**src/rtl/ili9341_defs.sv**
```systemverilog
// Shared definitions for the ILI9341 8080-I write path: DCX levels,
// writer FSM states, FIFO entry layout and the panel command opcodes.
package ili9341_defs;

   localparam logic CD_CMD  = 1'b0;
   localparam logic CD_DATA = 1'b1;

   localparam logic [7:0] CMD_SWRESET = 8'h01;
   localparam logic [7:0] CMD_SLPOUT  = 8'h11;
   localparam logic [7:0] CMD_DISPON  = 8'h29;
   localparam logic [7:0] CMD_CASET   = 8'h2A;
   localparam logic [7:0] CMD_PASET   = 8'h2B;
   localparam logic [7:0] CMD_RAMWR   = 8'h2C;
   localparam logic [7:0] CMD_PIXFMT  = 8'h3A;

   typedef enum logic [2:0] {
      ST_IDLE,
      ST_SETUP,
      ST_WR_LOW,
      ST_WR_HIGH,
      ST_WAIT,
      ST_HOLD
   } state_t;

   typedef struct packed {
      logic       cd;
      logic       last;
      logic [7:0] data;
   } fifo_entry_t;

   // Largest of the four phase lengths; sizes the shared phase counter.
   function automatic int max_of4(input int a, input int b, input int c, input int d);
      int m;
      m = a;
      if (b > m) m = b;
      if (c > m) m = c;
      if (d > m) m = d;
      return m;
   endfunction

endpackage

```
**src/rtl/sync_fifo.sv**
```systemverilog
// Single-clock FIFO with registered full/empty flags. Read data is the
// current head entry, valid whenever empty is low.
module sync_fifo #(
   parameter int WIDTH = 10,
   parameter int DEPTH = 4
) (
   input  logic             clk,
   input  logic             rst,
   input  logic             push,
   input  logic [WIDTH-1:0] wdata,
   input  logic             pop,
   output logic [WIDTH-1:0] rdata,
   output logic             full,
   output logic             empty
);

   localparam int AW = (DEPTH > 1) ? $clog2(DEPTH) : 1;

   logic [WIDTH-1:0] mem [DEPTH];
   logic [AW-1:0]    wr_ptr;
   logic [AW-1:0]    rd_ptr;
   logic [AW:0]      count;
   logic [AW:0]      count_next;
   logic             do_push;
   logic             do_pop;

   assign do_push = push && !full;
   assign do_pop  = pop && !empty;
   assign rdata   = mem[rd_ptr];

   // Occupancy after this cycle's push/pop, used to register the flags.
   always_comb begin
      count_next = count + {{AW{1'b0}}, do_push} - {{AW{1'b0}}, do_pop};
   end

   // Storage array; contents need no reset since empty guards the head.
   always_ff @(posedge clk) begin
      if (do_push) mem[wr_ptr] <= wdata;
   end

   // Pointers, occupancy and registered flags.
   always_ff @(posedge clk) begin
      if (rst) begin
         wr_ptr <= '0;
         rd_ptr <= '0;
         count  <= '0;
         full   <= 1'b0;
         empty  <= 1'b1;
      end else begin
         if (do_push) wr_ptr <= wr_ptr + AW'(1);
         if (do_pop)  rd_ptr <= rd_ptr + AW'(1);
         count <= count_next;
         full  <= (count_next == (AW+1)'(DEPTH));
         empty <= (count_next == '0);
      end
   end

endmodule

```
**src/rtl/ili9341_bus_writer.sv**
```systemverilog
// 8080-I 8-bit write engine: bytes queued through a small FIFO are played
// out on CSX/DCX/WRX/D[7:0] with programmable setup, strobe and hold phases.
module ili9341_bus_writer
   import ili9341_defs::*;
#(
   parameter int FIFO_DEPTH      = 4,
   parameter int CS_SETUP_CYCLES = 1,
   parameter int WR_LOW_CYCLES   = 1,
   parameter int WR_HIGH_CYCLES  = 1,
   parameter int CS_HOLD_CYCLES  = 1
) (
   input  logic       in_clk,
   input  logic       in_rst,
   input  logic       in_valid,
   output logic       in_ready,
   input  logic [7:0] in_byte,
   input  logic       in_cd,
   input  logic       in_last,
   output logic       out_rd,
   output logic       out_wr,
   output logic       out_cd,
   output logic       out_cs,
   output logic [7:0] out_data,
   output logic       out_busy
);

   localparam int MAX_T = max_of4(CS_SETUP_CYCLES, WR_LOW_CYCLES, WR_HIGH_CYCLES, CS_HOLD_CYCLES);
   localparam int CW    = $clog2(MAX_T) + 1;

   state_t          state;
   state_t          state_next;
   logic [CW-1:0]   cnt;
   logic [CW-1:0]   cnt_next;
   logic            phase_done;
   logic            pop;
   logic            last_r;
   logic            fifo_full;
   logic            fifo_empty;
   logic [9:0]      fifo_wdata;
   logic [9:0]      fifo_rdata;
   fifo_entry_t     head;

   assign in_ready   = !fifo_full;
   assign out_rd     = 1'b1;
   assign out_busy   = (state != ST_IDLE) || !fifo_empty;
   assign fifo_wdata = {in_cd, in_last, in_byte};
   assign head       = fifo_rdata;
   assign phase_done = (cnt == '0);

   sync_fifo #(
      .WIDTH ($bits(fifo_entry_t)),
      .DEPTH (FIFO_DEPTH)
   ) u_fifo (
      .clk   (in_clk),
      .rst   (in_rst),
      .push  (in_valid),
      .wdata (fifo_wdata),
      .pop   (pop),
      .rdata (fifo_rdata),
      .full  (fifo_full),
      .empty (fifo_empty)
   );

   // Next state, FIFO pop and phase counter reload on every state change.
   always_comb begin
      state_next = state;
      pop        = 1'b0;
      cnt_next   = cnt;
      case (state)
         ST_IDLE: begin
            if (!fifo_empty) begin
               pop        = 1'b1;
               state_next = ST_SETUP;
            end
         end
         ST_SETUP: begin
            if (phase_done) state_next = ST_WR_LOW;
         end
         ST_WR_LOW: begin
            if (phase_done) state_next = ST_WR_HIGH;
         end
         ST_WR_HIGH: begin
            if (phase_done) begin
               if (last_r) begin
                  state_next = ST_HOLD;
               end else if (!fifo_empty) begin
                  pop        = 1'b1;
                  state_next = ST_WR_LOW;
               end else begin
                  state_next = ST_WAIT;
               end
            end
         end
         ST_WAIT: begin
            if (!fifo_empty) begin
               pop        = 1'b1;
               state_next = ST_WR_LOW;
            end
         end
         ST_HOLD: begin
            if (phase_done) state_next = ST_IDLE;
         end
         default: state_next = ST_IDLE;
      endcase

      if (state_next != state) begin
         case (state_next)
            ST_SETUP:   cnt_next = CW'(CS_SETUP_CYCLES - 1);
            ST_WR_LOW:  cnt_next = CW'(WR_LOW_CYCLES - 1);
            ST_WR_HIGH: cnt_next = CW'(WR_HIGH_CYCLES - 1);
            ST_HOLD:    cnt_next = CW'(CS_HOLD_CYCLES - 1);
            default:    cnt_next = '0;
         endcase
      end else if (!phase_done) begin
         cnt_next = cnt - CW'(1);
      end
   end

   // State and phase counter registers.
   always_ff @(posedge in_clk) begin
      if (in_rst) begin
         state <= ST_IDLE;
         cnt   <= '0;
      end else begin
         state <= state_next;
         cnt   <= cnt_next;
      end
   end

   // Panel pins registered from the next state so they line up with it;
   // data/cd only move on a pop, i.e. at SETUP entry or a WR fall.
   always_ff @(posedge in_clk) begin
      if (in_rst) begin
         out_cs   <= 1'b1;
         out_wr   <= 1'b1;
         out_cd   <= 1'b1;
         out_data <= 8'h00;
         last_r   <= 1'b0;
      end else begin
         out_cs <= (state_next == ST_IDLE);
         out_wr <= (state_next != ST_WR_LOW);
         if (pop) begin
            out_data <= head.data;
            out_cd   <= head.cd;
            last_r   <= head.last;
         end
      end
   end

endmodule

```
**config.mk**
```make
export PLATFORM = sky130hd
export DESIGN_NAME = ili9341_bus_writer
export DESIGN_NICKNAME = d
export VERILOG_FILES = /design/src/rtl/ili9341_defs.sv /design/src/rtl/sync_fifo.sv /design/src/rtl/ili9341_bus_writer.sv
export SDC_FILE = /design/constraint.sdc
export NUM_CORES = 1
export LEC_CHECK = 0
export ABC_CLOCK_PERIOD_IN_PS = 3550
export CORE_UTILIZATION = 55
export DETAILED_ROUTE_END_ITERATION = 10
export GPL_TIMING_DRIVEN = 1
export MAX_ROUTING_LAYER = met4
export PLACE_DENSITY = 0.86
export SYNTH_ARGS = -nofsm -noshare
export SYNTH_HDL_FRONTEND = slang
export SYNTH_SLANG_ARGS = --single-unit
export TNS_END_PERCENT = 50
```
**constraint.sdc**
```tcl
create_clock -name in_clk -period 3.55 [get_ports in_clk]
set_input_delay 1.065 -clock in_clk [delete_from_list [all_inputs] [get_ports in_clk]]
set_output_delay 1.065 -clock in_clk [all_outputs]
set_load 0.01 [all_outputs]
```
* Yosys cells after proc, flatten, opt, wreduce, memory -nomap -nowiden
Memory sizes are Yosys's and may differ from the RTL's. A register that Yosys moved wholly into a read port is not among the register bits.
Cells that the tools add are included.
** Word-level totals
- Input port bits :: 13
- Word-level logic and storage cells :: 50
- Register bits :: 15
- Memories :: 1
- RAM bits :: 40
** Memories
- u_fifo.mem :: depth 4, width 10, read ports 1, clocked after memory_dff 1, write ports 1, line sync_fifo.sv:19 : logic [WIDTH-1:0] mem [DEPTH];
** Operators by class
- Equal/unequal tests :: 8
- Multiplexer cells :: 15
- Reductions and logical operators :: 11
- $add $sub $neg :: 5
- Bitwise operators :: 1
** Operators by type and width (number)
- $mux 3 :: 8
- $pmux 3 s6 :: 1
- $eq 3x3->1 const B :: 3
- $logic_not 3->1 :: 3
- $eq 3x2->1 const B :: 2
- $mux 1 :: 5
- $add 2x1->2 const B :: 2
- $add 3x1->3 :: 1
- $eq 3x1->1 const B :: 1
- $ne 3x2->1 const B :: 1
- $ne 3x3->1 :: 1
- $reduce_bool 3->1 :: 1
- $reduce_or 3->1 :: 1
- $sub 3x1->3 :: 1
- $logic_and 1x1->1 :: 2
- $logic_not 1->1 :: 2
- $pmux 1 s2 :: 1
- $reduce_or 2->1 :: 1
- $logic_or 1x1->1 :: 1
- $not 1->1 :: 1
- $sub 1x1->1 const B :: 1

* Logic depth before layout (Yosys ltp)
- Word-level depth :: 7
- Gate-level depth with buffers :: 14
- Gate-level depth less buffers :: 12

* By module
A second synthesis with hierarchy kept.
** Second synthesis, totals
- Cell total of the unflattened synthesis :: 181
- Area total of the unflattened synthesis :: 2692.6 µm²
** Modules (own cells, without submodules)
- sync_fifo :: area each 1940.6 µm², times used 1, cells an instance 101
- ili9341_bus_writer :: area each 752.0 µm², times used 1, cells an instance 80

* Worst setup path before layout
No wires, ideal clock.
- Path type :: input-to-reg
- Start point :: input in_valid
- End point :: register u_fifo.full
- Buffers on the path :: 1
- Data required time :: 3435 ps
- Arrival :: 2495 ps
- Setup time :: 115 ps
- Setup slack :: 939 ps
- Stages :: 9
- Cell sequence :: nor2b_1 -> clkbuf_1 -> ha_1 -> inv_1 -> fa_1 -> xor2_1 -> xnor2_1 -> nor2_1 -> and3_1
** Between the ends
- Longest elaborated chain between the ends :: 4
** RTL lines
- start, declared :: line ili9341_bus_writer.sv:14 : input logic in_valid,
- $logic_and 1x1->1 :: line sync_fifo.sv:27 : assign do_push = push && !full;
- net u_fifo.do_push :: line sync_fifo.sv:24 : logic do_push;
- $add 3x1->3 :: line sync_fifo.sv:33 : count_next = count + {{AW{1'b0}}, do_push} - {{AW{1'b0}}, do_pop};
- $sub 3x1->3 :: line sync_fifo.sv:33
- $eq 3x3->1 :: line sync_fifo.sv:53 : full <= (count_next == (AW+1)'(DEPTH));
- end signal, assigned :: line sync_fifo.sv:53
- end, declared :: line sync_fifo.sv:13 : output logic full,
The timed path passes the listed nets, and every way through them passes these cells.
A chain may end at the register's enable or synchronous reset.

* Final worst setup path
- Start point :: input in_valid
- End point :: register u_fifo.full
** Between the ends
- Longest elaborated chain between the ends :: 4
** RTL lines (line)
- $logic_and 1x1->1 :: sync_fifo.sv:27
- $add 3x1->3 :: sync_fifo.sv:33
- $sub 3x1->3 :: sync_fifo.sv:33
- $eq 3x3->1 :: sync_fifo.sv:53
Every way passes these cells.

==> flow_summary.json <==
{
  "io_buffers": 25,
  "power_density_nw_per_um2": 740,
  "hold_violations": 0,
  "critPathKind": "input port to flop",
  "fin_nets": 221,
  "cts_resized": 0,
  "synth_top_area_cell": "edfxtp_1",
  "finalSetupTns_ns": 0,
  "area_growth_pct": 16.5,
  "max_freq_ghz": 0.355,
  "avgSynthCellArea_um2": 15.1,
  "cts_hold_buf": 0,
  "grt_max_degree": 20,
  "synth_fa_ha_area_frac": 0.0365,
  "placed_cells": 242,
  "synth_top_family_by_area": "multiplexers",
  "grt.overflow.total": 0,
  "synthXorXnorAreaFrac": 0.0135,
  "synth-seq-cells": 65,
  "rr_worst_depth": 12,
  "synthCells": 172,
  "min_delay_path_depth": 1,
  "slew_headroom": 0.458,
  "rr_startpoint": "state[2]",
  "synth_top_area_frac": 0.462,
  "critPathLaunchType": "input port",
  "h-tree-depth": 3,
  "ys_seq_area_frac": 0.654,
  "min_period_ns": 2.82,
  "die_y_um": 70.8,
  "wl_mm": 4.38,
  "drt_iter0_markers": 57,
  "initial_core_util": 0.586,
  "grt_pass1_wl_mm": 7.15,
  "crit_arrival_ns": 3.04,
  "synthMuxAreaShare": 0.121,
  "post_cts_buffers": 0,
  "wl_per_cell_um": 17.0,
  "clk_pin_slew_worst_paths_ns": 0.06,
  "dieArea_um2": 5010,
  "finalNonFillerCells": 258,
  "synthSimpleGateAreaFrac": 0.0865,
  "ant_nets": 0,
  "post-place-ws_ns": 0.493,
  "drc": 0,
  "min_to": "out_cd",
  "coreArea_um2": 4440,
  "placementRows": 24,
  "firstDrtPassIters": 6,
  "root_buffer": "clkbuf_8",
  "hp-class": "flop to flop",
  "required_ns": 3.77,
  "synth_compound_gate_area_share": 0.0418,
  "max_slew.worst_pin.slew_ns": 0.811,
  "vdd.ir_drop.worst_uv": 381,
  "grt_pass1_vias": 1481,
  "cts_tree": "built",
  "crit_fanout": 3,
  "rrSetupSlack_ns": 0.89,
  "via_per_inst": 5.53,
  "hold_start": "out_cd",
  "cts_sinks": 65,
  "drv_cap": 0,
  "period_share": 0.793,
  "rsz0062_at_grt": "no",
  "drive_above_1_share": 0.141,
  "setup_slack_ns": 0.733,
  "ios": 27,
  "syn-cell-area_um2": 2600,
  "setup_viol": 0,
  "diodes": 0,
  "cts_made_buffers": 9,
  "grt_usage": 0.207,
  "ys_warn_count": 0,
  "power.leakage_nw": 1.11,
  "clock_latency_ns": 0.33,
  "status": "completed",
  "die_width_um": 70.8,
  "antenna_found_initial": 0,
  "worst_setup_path_end_kind": "flop",
  "finalMaxSlewViolations": 0,
  "ys_types": 37,
  "cts.path.max_buffers": 2,
  "dp_hpwl_mm": 2.89,
  "syn_nets": 192,
  "place_congestion": 0.815,
  "yosys-top-cells-area": "edfxtp_1, dfxtp_1, mux4_2",
  "fin_skew_ns": 0.0100,
  "vias": 1426,
  "r2r-end": "u_fifo.full",
  "fillers": 298
}
-- power by group --
part / switching, mW / internal (mW) / total, mW / leakage [nW]
combinational: 0.299 / 0.361 / 0.660 / 0.450
clock: 0.252 / 0.273 / 0.525 / 0.0817
sequential: 0.113 / 0.947 / 1.06 / 0.573
-- critical path, stage by stage --
cell and delay [ns]:
clkdlybuf4s50_1 0.46, nor2b_1 0.19, ha_1 0.20, inv_1 0.07, fa_1 0.38, xor2_1 0.20, xnor2_1 0.15, nor2_1 0.09
and3_1 0.23
-- synth_stat cells, drive strengths merged --
library cell / count
a21boi: 1
clkbuf: 3
and3: 1
o31ai: 3
nor2b: 3
edfxtp: 40
nor4b: 1
nand3b: 2
nor3: 2
conb: 2
ha: 6
mux4: 10
xor2: 1
a21oi: 6
or3: 2
bufinv: 1
a211o: 1
a22o: 1
o21ai: 4
fa: 1
buf: 6
nor2: 17
and2: 7
xnor2: 3
or2b: 1
nand2b: 2
a22oi: 1
nand2: 1
dfxtp: 25
inv: 9
mux2i: 9
-- metal layers --
layer,share of wire,global-route usage,vias up
met4,0.011,0.0978,0
li1,-,-,677
met5,0,-,-
met1,0.40,0.228,701
met2,0.55,0.344,44
met3,0.043,0.0641,4
-- how the worst max path moves through the flow --
stage	startpoint	depth (start not counted)	endpoint	slack, ns
finish	in_valid	9	u_fifo.full	0.73
global route	state[1]	3	out_busy	0.66
CTS	state[1]	3	out_busy	0.73
global placement	in_valid	9	u_fifo.full	0.63
floorplan	in_valid	9	u_fifo.full	0.94
detailed placement	in_valid	9	u_fifo.full	0.49
-- registers in the layout, indices dropped and copies added (netlist names), 2 cells and up --
register	cells
out_data	8
state	3
u_fifo.count	3
u_fifo.mem	40
u_fifo.rd_ptr	2
u_fifo.wr_ptr	2
-- area by class of cell --
type | instances | area [µm²] | area share
Clock buffer | 15 | 156 | 0.0516
Clock inverter | 1 | 5.00 | 0.00165
Inverter | 10 | 51.3 | 0.0169
Multi-Input combinational cell | 88 | 787 | 0.260
Sequential cell | 65 | 1700 | 0.561
Tap cell | 52 | 65.1 | 0.0215
Timing Repair Buffer | 27 | 265 | 0.0875
-- cells in the final DEF, fill, tap and decap left out, drive strengths merged --
cell,instances
a211o,1
a21boi,1
a21oi,6
a22o,1
a22oi,1
and2,7
and3,1
buf,2
bufinv,1
clkbuf,15
clkdlybuf4s50,25
clkinv,1
conb,2
dfxtp,25
edfxtp,40
fa,1
ha,6
inv,9
mux2i,9
mux4,10
nand2,1
nand2b,2
nand3b,2
nor2,17
nor2b,3
nor3,2
nor4b,1
o21ai,4
o31ai,3
or2b,1
or3,2
xnor2,3
xor2,1
-- metrics by stage --
step                power [mW]  hold slack, ns  instance area [µm²]  utilization
global route              2.37           0.532                 3030        0.682
finish                    2.24           0.490                 3030        0.682
floorplan                 1.52           0.508                 2600            -
global placement          1.67           0.446                 2870        0.646
CTS                       2.27           0.497                 3030        0.682
detailed placement        1.73           0.479                 2870        0.646
-- kinds of logic after synthesis --
group / after synthesis
buf+inv: 19
mux: 19
other cells: 2
flops: 65
fa+ha+maj: 7
xor+xnor: 4
simple gates: 39
compound gates: 17
No activity file was read; power rests on OpenSTA's default activity.
